--- src/rtl/serial_adder.sv ---
// Bit-serial adder: one sum bit per clock, LSB first, built from two half adders and a carry flop.
// Optional signed-overflow output `ovf` is enabled by defining SERIAL_ADDER_OVF_EN.

module half_adder (
  input  logic a,
  input  logic b,
  output logic s,
  output logic c
);
  assign s = a ^ b;
  assign c = a & b;
endmodule

module serial_adder #(
  parameter int WIDTH = 8
) (
  input  logic             clk,
  input  logic             rst_n,
  input  logic             in_valid,
  output logic             in_ready,
  input  logic [WIDTH-1:0] a,
  input  logic [WIDTH-1:0] b,
  input  logic             cin,
  output logic             out_valid,
  input  logic             out_ready,
  output logic [WIDTH-1:0] sum,
  output logic             cout,
`ifdef SERIAL_ADDER_OVF_EN
  output logic             ovf,
`endif
  output logic             busy
);

  localparam int CNT_W = $clog2(WIDTH) + 1;
  localparam logic [CNT_W-1:0] LAST_BIT = CNT_W'(WIDTH - 1);
  localparam logic [CNT_W-1:0] CNT_ONE  = {{(CNT_W-1){1'b0}}, 1'b1};

  typedef enum logic [1:0] {
    IDLE  = 2'b00,
    SHIFT = 2'b01,
    DONE  = 2'b10
  } state_t;

  state_t           state_r;
  state_t           next_state_s;
  logic [WIDTH-1:0] a_sh_r;
  logic [WIDTH-1:0] b_sh_r;
  logic [WIDTH-1:0] sum_r;
  logic [CNT_W-1:0] cnt_r;
  logic             c_r;
  logic             cout_r;
  logic             last_bit_s;
  logic             in_ready_s;
  logic             out_valid_s;
  logic             busy_s;

  // Full adder for the current bit position: two half adders plus an OR.
  logic ha0_s_s;
  logic ha0_c_s;
  logic bit_s_s;
  logic ha1_c_s;
  logic c_next_s;

  half_adder u_ha0 (
    .a (a_sh_r[0]),
    .b (b_sh_r[0]),
    .s (ha0_s_s),
    .c (ha0_c_s)
  );

  half_adder u_ha1 (
    .a (ha0_s_s),
    .b (c_r),
    .s (bit_s_s),
    .c (ha1_c_s)
  );

  assign c_next_s   = ha0_c_s | ha1_c_s;
  assign last_bit_s = (state_r == SHIFT) && (cnt_r == LAST_BIT);

  // Next-state logic and handshake decode from the current state.
  always_comb begin
    next_state_s = state_r;
    in_ready_s   = 1'b0;
    out_valid_s  = 1'b0;
    busy_s       = 1'b0;
    case (state_r)
      IDLE: begin
        in_ready_s = 1'b1;
        if (in_valid) begin
          next_state_s = SHIFT;
        end else begin
          next_state_s = IDLE;
        end
      end
      SHIFT: begin
        busy_s = 1'b1;
        if (cnt_r == LAST_BIT) begin
          next_state_s = DONE;
        end else begin
          next_state_s = SHIFT;
        end
      end
      DONE: begin
        busy_s      = 1'b1;
        out_valid_s = 1'b1;
        if (out_ready) begin
          next_state_s = IDLE;
        end else begin
          next_state_s = DONE;
        end
      end
      default: begin
        next_state_s = IDLE;
      end
    endcase
  end

  // State register; reset wins over any handshake in the same cycle.
  always_ff @(posedge clk) begin
    if (!rst_n) begin
      state_r <= IDLE;
    end else begin
      state_r <= next_state_s;
    end
  end

  // Operand capture, bit-serial shifting and result registers.
  always_ff @(posedge clk) begin
    if (!rst_n) begin
      a_sh_r <= {WIDTH{1'b0}};
      b_sh_r <= {WIDTH{1'b0}};
      sum_r  <= {WIDTH{1'b0}};
      cnt_r  <= {CNT_W{1'b0}};
      c_r    <= 1'b0;
      cout_r <= 1'b0;
    end else begin
      case (state_r)
        IDLE: begin
          if (in_valid) begin
            a_sh_r <= a;
            b_sh_r <= b;
            c_r    <= cin;
            cnt_r  <= {CNT_W{1'b0}};
          end
        end
        SHIFT: begin
          sum_r  <= {bit_s_s, sum_r[WIDTH-1:1]};
          a_sh_r <= {1'b0, a_sh_r[WIDTH-1:1]};
          b_sh_r <= {1'b0, b_sh_r[WIDTH-1:1]};
          c_r    <= c_next_s;
          cnt_r  <= cnt_r + CNT_ONE;
          if (last_bit_s) begin
            cout_r <= c_next_s;
          end
        end
        DONE: begin
          sum_r  <= sum_r;
          cout_r <= cout_r;
        end
        default: begin
          cnt_r <= {CNT_W{1'b0}};
        end
      endcase
    end
  end

`ifdef SERIAL_ADDER_OVF_EN
  logic ovf_r;

  // On the last bit c_r is the carry into the MSB and c_next_s the carry out of it.
  always_ff @(posedge clk) begin
    if (!rst_n) begin
      ovf_r <= 1'b0;
    end else if (last_bit_s) begin
      ovf_r <= c_r ^ c_next_s;
    end else begin
      ovf_r <= ovf_r;
    end
  end

  assign ovf = ovf_r;
`endif

  assign in_ready  = in_ready_s;
  assign out_valid = out_valid_s;
  assign busy      = busy_s;
  assign sum       = sum_r;
  assign cout      = cout_r;

endmodule

--- config.mk ---
export PLATFORM = sky130hd
export DESIGN_NAME = serial_adder
export DESIGN_NICKNAME = d
export VERILOG_FILES = /design/src/rtl/serial_adder.sv
export SDC_FILE = /design/constraint.sdc
export NUM_CORES = 1
export LEC_CHECK = 0
export ABC_CLOCK_PERIOD_IN_PS = 2700
export CELL_PAD_IN_SITES_DETAIL_PLACEMENT = 2
export CELL_PAD_IN_SITES_GLOBAL_PLACEMENT = 2
export CORE_MARGIN = 2
export CORE_UTILIZATION = 32
export DETAILED_ROUTE_END_ITERATION = 10
export PLACE_DENSITY = 0.93
export SLEW_MARGIN = 20
export SYNTH_ARGS = -nofsm -noshare
export SYNTH_HDL_FRONTEND = slang
export SYNTH_SLANG_ARGS = --single-unit
export TNS_END_PERCENT = 1
--- constraint.sdc ---
create_clock -name clk -period 2.7 [get_ports clk]
set_input_delay 0.675 -clock clk [delete_from_list [all_inputs] [get_ports clk]]
set_output_delay 0.675 -clock clk [all_outputs]
set_load 0.005 [all_outputs]
# Yosys cells after proc, flatten, opt, wreduce, memory -nomap -nowiden
# Index checks and enable logic that the tools add are counted.
# classes
n_addsub,1
n_eq_ne,4
n_mux,15
bitwise_logic,6
n_reduce_logical,7
# op_table
op,n
8-bit case mux with 2 select lines,2
8-bit two-way mux,2
4-bit case mux with 3 select lines,1
2-bit case mux with 3 select lines,1
2-bit AND reduction,3
1-bit two-way mux,5
"4-bit by 1-bit adder with 4-bit output, second input constant",1
"4-bit by 3-bit equality test with 1-bit output, second input constant",1
2-bit two-way mux,2
4-bit two-way mux,1
1-bit AND,2
"2-bit by 1-bit equality test with 1-bit output, second input constant",1
"2-bit equality test, second input constant",1
2-bit logical NOT,1
"2-bit inequality test, second input constant",1
1-bit case mux with 2 select lines,1
2-bit nonzero test,1
2-bit OR reduction,1
1-bit XOR,2
1-bit logical AND,1
1-bit inverter,1
1-bit bitwise OR,1
# word_totals
ff_bits,32
input_bits,21
output_inout_bits,12

# Logic depth before layout (Yosys ltp)
# logic_depth
word_depth,4
ltp_mapped,7
mapped_depth_nobuf,5

# Modules after synthesis
# From an unflattened synthesis, not the netlist that was laid out.
# unflattened
cells_unflattened,154
hier_area_um2,1472.7
# modules_own_cells
mod,instances,cells_per_inst,area_each_um2,seq_area_each_um2
serial_adder,1,152,1447.6,640.6
half_adder,2,1,12.5,0.0

# Worst setup path before layout
# OpenSTA, ideal clock, no wires.
# synth_timing
path_type,register to register
from,register state_r[0]
to,register cnt_r[3]
setup_time_ns,0.074
arrival_time_ns,1.571
slack_ns,1.054
path_stages_with_launch,7
path_buffers,1
cell_sequence,dfxtp_1 -> inv_1 -> ha_1 -> nor2b_1 -> buf_6 -> or4_1 -> a31oi_1
# synth_via
elab_chain_cells,3
# synth_lines
item,line,rtl
start: declaration,44,state_t state_r;
start signal: assignment,124,state_r <= next_state_s;
2-bit logical NOT or 2-bit equality test (tied branches),138,case (state_r)
2-bit inequality test (no source line) or 1-bit inverter (tied branches),-,
2-bit AND reduction (no source line),-,
end signal: assignment,134,cnt_r <= {CNT_W{1'b0}};
end signal: assignment,144,cnt_r <= {CNT_W{1'b0}};
end signal: assignment,152,cnt_r <= cnt_r + CNT_ONE;
end: declaration,49,logic [CNT_W-1:0] cnt_r;
# Parallel ways exist; a longest one is shown, timed or not.
# A chain may end at the register's enable or synchronous reset.

# Worst setup path in the final report
# layout_timing
from,register state_r[0]
to,output port out_valid
# layout_via
elab_chain_cells,2
# layout_lines
item,line,rtl
2-bit equality test,87,case (state_r)
1-bit two-way mux,87,
end: declaration,24,"output logic out_valid,"
# Every way passes these cells.

==> out/qor.yml <==
synthesis:
  ys.warnings.count: 0
  synthDistinctLibCells: 28
  ys_seq_elements: 32
  synthDominantCellAreaShare_pct: 44.1
  synth_edf_count: 0
  syn_area_um2: 1450
  syn-mean-instance-area_um2: 9.62
  synth-async-reset-ratio_pct: 0
  yosysTopAreaCell: "dfxtp_1"
  synth_cells: 151
  synth.net_count: 178
  synth_area_leaders: "dfxtp_1 44%, mux2i_1 16%, a211oi_1 7.8%"
  ys.flop_type: "dfxtp_1"
  ys_seq_area_share_pct: 44.1
floorplan:
  start_util_pct: 33.4
  dieWidth_um: 71.4
  dieArea_um2: 5090
  die_h_um: 71.4
  rows: 24
  core_um2: 4350
  ios: 33
critical_path:
  critPathArrivalTime_ns: 1.65
  cpPeakStageDelay_ns: 0.57
  critical-path-top-delay-family: "buffers and inverters"
  required_ns: 2.03
  r2r_start: "state_r[1]"
  r2r_slack_ns: 0.67
  critPathCaptureType: "output pin"
  worst_r2r_path_depth: 5
  cp.buffers_inverters: 2
  critPathMaxFanout: 10
  crit_chain: "inv_1 -> ha_1 -> clkdlybuf4s50_1"
  cp-start-kind: "flip-flop"
  path_class: "reg2out"
  r2r-end: "a_sh_r[0]"
  worst_path_max_delay_cell: "clkdlybuf4s50_1"
routing:
  totalWireLength_mm: 3.98
  vias: 1233
  routed_via_density: 5.27
  post_drt_wl_per_cell_um: 17.0
  dr.pass1.iters: 4
  drt_iter0_drc: 59
  drcViolationCount: 0
  antenna_left: 0
run_status:
  outcome: "finished, final reports clean"
clocking:
  clock_latency_ns: 0.29
  clkTransAtPathRegs_ns: 0.07
  ctsResizeCount: 0
  clock_path_buffers: 2
  hold_buffers: 0
  cts_sinks: 32
  cts_max_level: 2
  cts-root-buf: "clkbuf_8"
  cts_setup_buffers: 0
  cts_tree: "done"
  cts_buffers: 5
cells_and_area:
  area_delta_synth_final_pct: 30.6
  diodes: 0
  drive_gt1_share_pct: 7.14
  nets: 209
hold_path:
  worstHoldStart: "cout"
  worst_hold_path.num_cells: 2
  min_to: "cout"
  hold_path.class: "reg2reg"
sta:
  final.setup.tns_ns: 0
  fin_skew_ns: 0.00619
  finalHoldViolCount: 0
  slew_viol_final: 0
  setup_violations: 0
  fin_crit_sh_pct: 86.0
  period_minus_slack_ns: 2.32
  rsz0062_at_grt: "false"
  clock.fmax_ghz: 0.431
  relSlewSlack_pct: 59.1
  worst_slew_pin_slew_ns: 0.612
global_routing:
  grt_start_max_net_pins: 31
  grt_pass1_vias: 1297
  overflow: 0
  grt_usage_pct: 16.6
  grt_pass1_wl_mm: 6.57
  grt_antenna_before_repair: 0
power:
  power_density_nw_per_um2: 580
  leakage_nw: 0.697
  total_power_mw: 1.10
  p_sw_mw: 0.286
  combPwrFrac_pct: 15.4
  power_frac_clock_pct: 37.0
  p_int_mw: 0.815
  p_seq_share_pct: 47.5
  vdd_drop_max_mv: 0.207
  sw_frac_of_total_pct: 26.0
run:
  maxCapViolCount: 0
place:
  dp_hpwl_mm: 2.76
  gp_congestion: 0.733
  numPortBuffers: 32
-- tightest hold or removal path: stages, from the launching register on --
cell and delay, ns:
dfxtp_1 0.31, nand3_1 0.06, o21ai_0 0.07
-- layer usage --
| metal | global-route usage (%) | share of wire (%) | vias to the layer above |
|---|---|---|---|
| li1 | - | - | 598 |
| met1 | 20.0 | 43 | 605 |
| met2 | 29.2 | 52 | 25 |
| met3 | 4.78 | 4.1 | 5 |
| met4 | 3.77 | 1.0 | 0 |
| met5 | 0 | 0 | - |
-- stage by stage --
step	std cells	hold WS (ns)	worst slack (ns)	cell area, um^2	utilization, %
after global placement	227	0.461	0.600	1800	41.4
after global routing	234	0.533	0.269	1900	43.6
after CTS	234	0.500	0.366	1900	43.6
after floorplan	151	0.466	1.05	1450	-
final	234	0.493	0.378	1900	43.6
after detailed placement	227	0.490	0.443	1800	41.4
-- synthesized netlist by cell type, drive strengths merged, types with 2 or more instances --
cell	number
clkbuf	2
nor2	25
or4	2
inv	5
a32o	2
buf	8
a31oi	2
ha	5
nand2b	3
nand3	5
nand2	3
dfxtp	32
nand3b	2
o21ai	7
a21oi	3
mux2i	23
a211oi	15
-- power by group through the flow --
stage          clock network [mW]  registers (mW)  logic [mW]
2_1_floorplan                   0           0.527       0.110
3_3_place_gp                    0           0.530       0.159
3_5_place_dp                    0           0.534       0.172
4_1_cts                     0.422           0.524       0.174
5_1_grt                     0.436           0.527       0.190
6_report                    0.408           0.523       0.170
-- flip-flops by register name (all words and copies together), names as in the netlist --
signal / count
cout: 1
c_r: 1
cnt_r: 4
a_sh_r: 8
sum: 8
state_r: 2
b_sh_r: 8
-- cells by family after synthesis --
family,share of synthesized area (%)
DFF,44.1
muxes,16.6
AOI/OAI and AO/OA,14.0
adders and majority gates,5.68
buffers and inverters,5.08
and+or+nand+nor,14.6
-- layout by cell type (no fill, tap or decap), types with 4 or more instances in the layout --
| master | n |
|---|---|
| dfxtp_1 | 32 |
| clkdlybuf4s50_1 | 32 |
| nor2_1 | 25 |
| mux2i_1 | 23 |
| a211oi_1 | 15 |
| o21ai_0 | 7 |
| clkbuf_8 | 7 |
| nand3_1 | 5 |
| inv_1 | 4 |
| ha_1 | 4 |
-- worst max-delay path by stage --
stage                    start         to  slack [ns]  depth (start not counted)
global route        state_r[0]  out_valid        0.27                          3
CTS                 state_r[0]  out_valid        0.37                          3
floorplan           state_r[0]   cnt_r[3]        1.05                          6
detailed placement    in_valid  a_sh_r[0]        0.44                          4
finish              state_r[0]  out_valid        0.38                          3
global placement      in_valid  a_sh_r[5]        0.60                          4
-- final cells by class --
class	count	area, um^2
multi-input combinational	104	741
tap	52	65.1
timing repair buffer	34	335
inverter	5	18.8
sequential	32	641
fill	478	2460
clock buffer	7	96.3
Note: power is estimated with default switching activity, not from simulation.
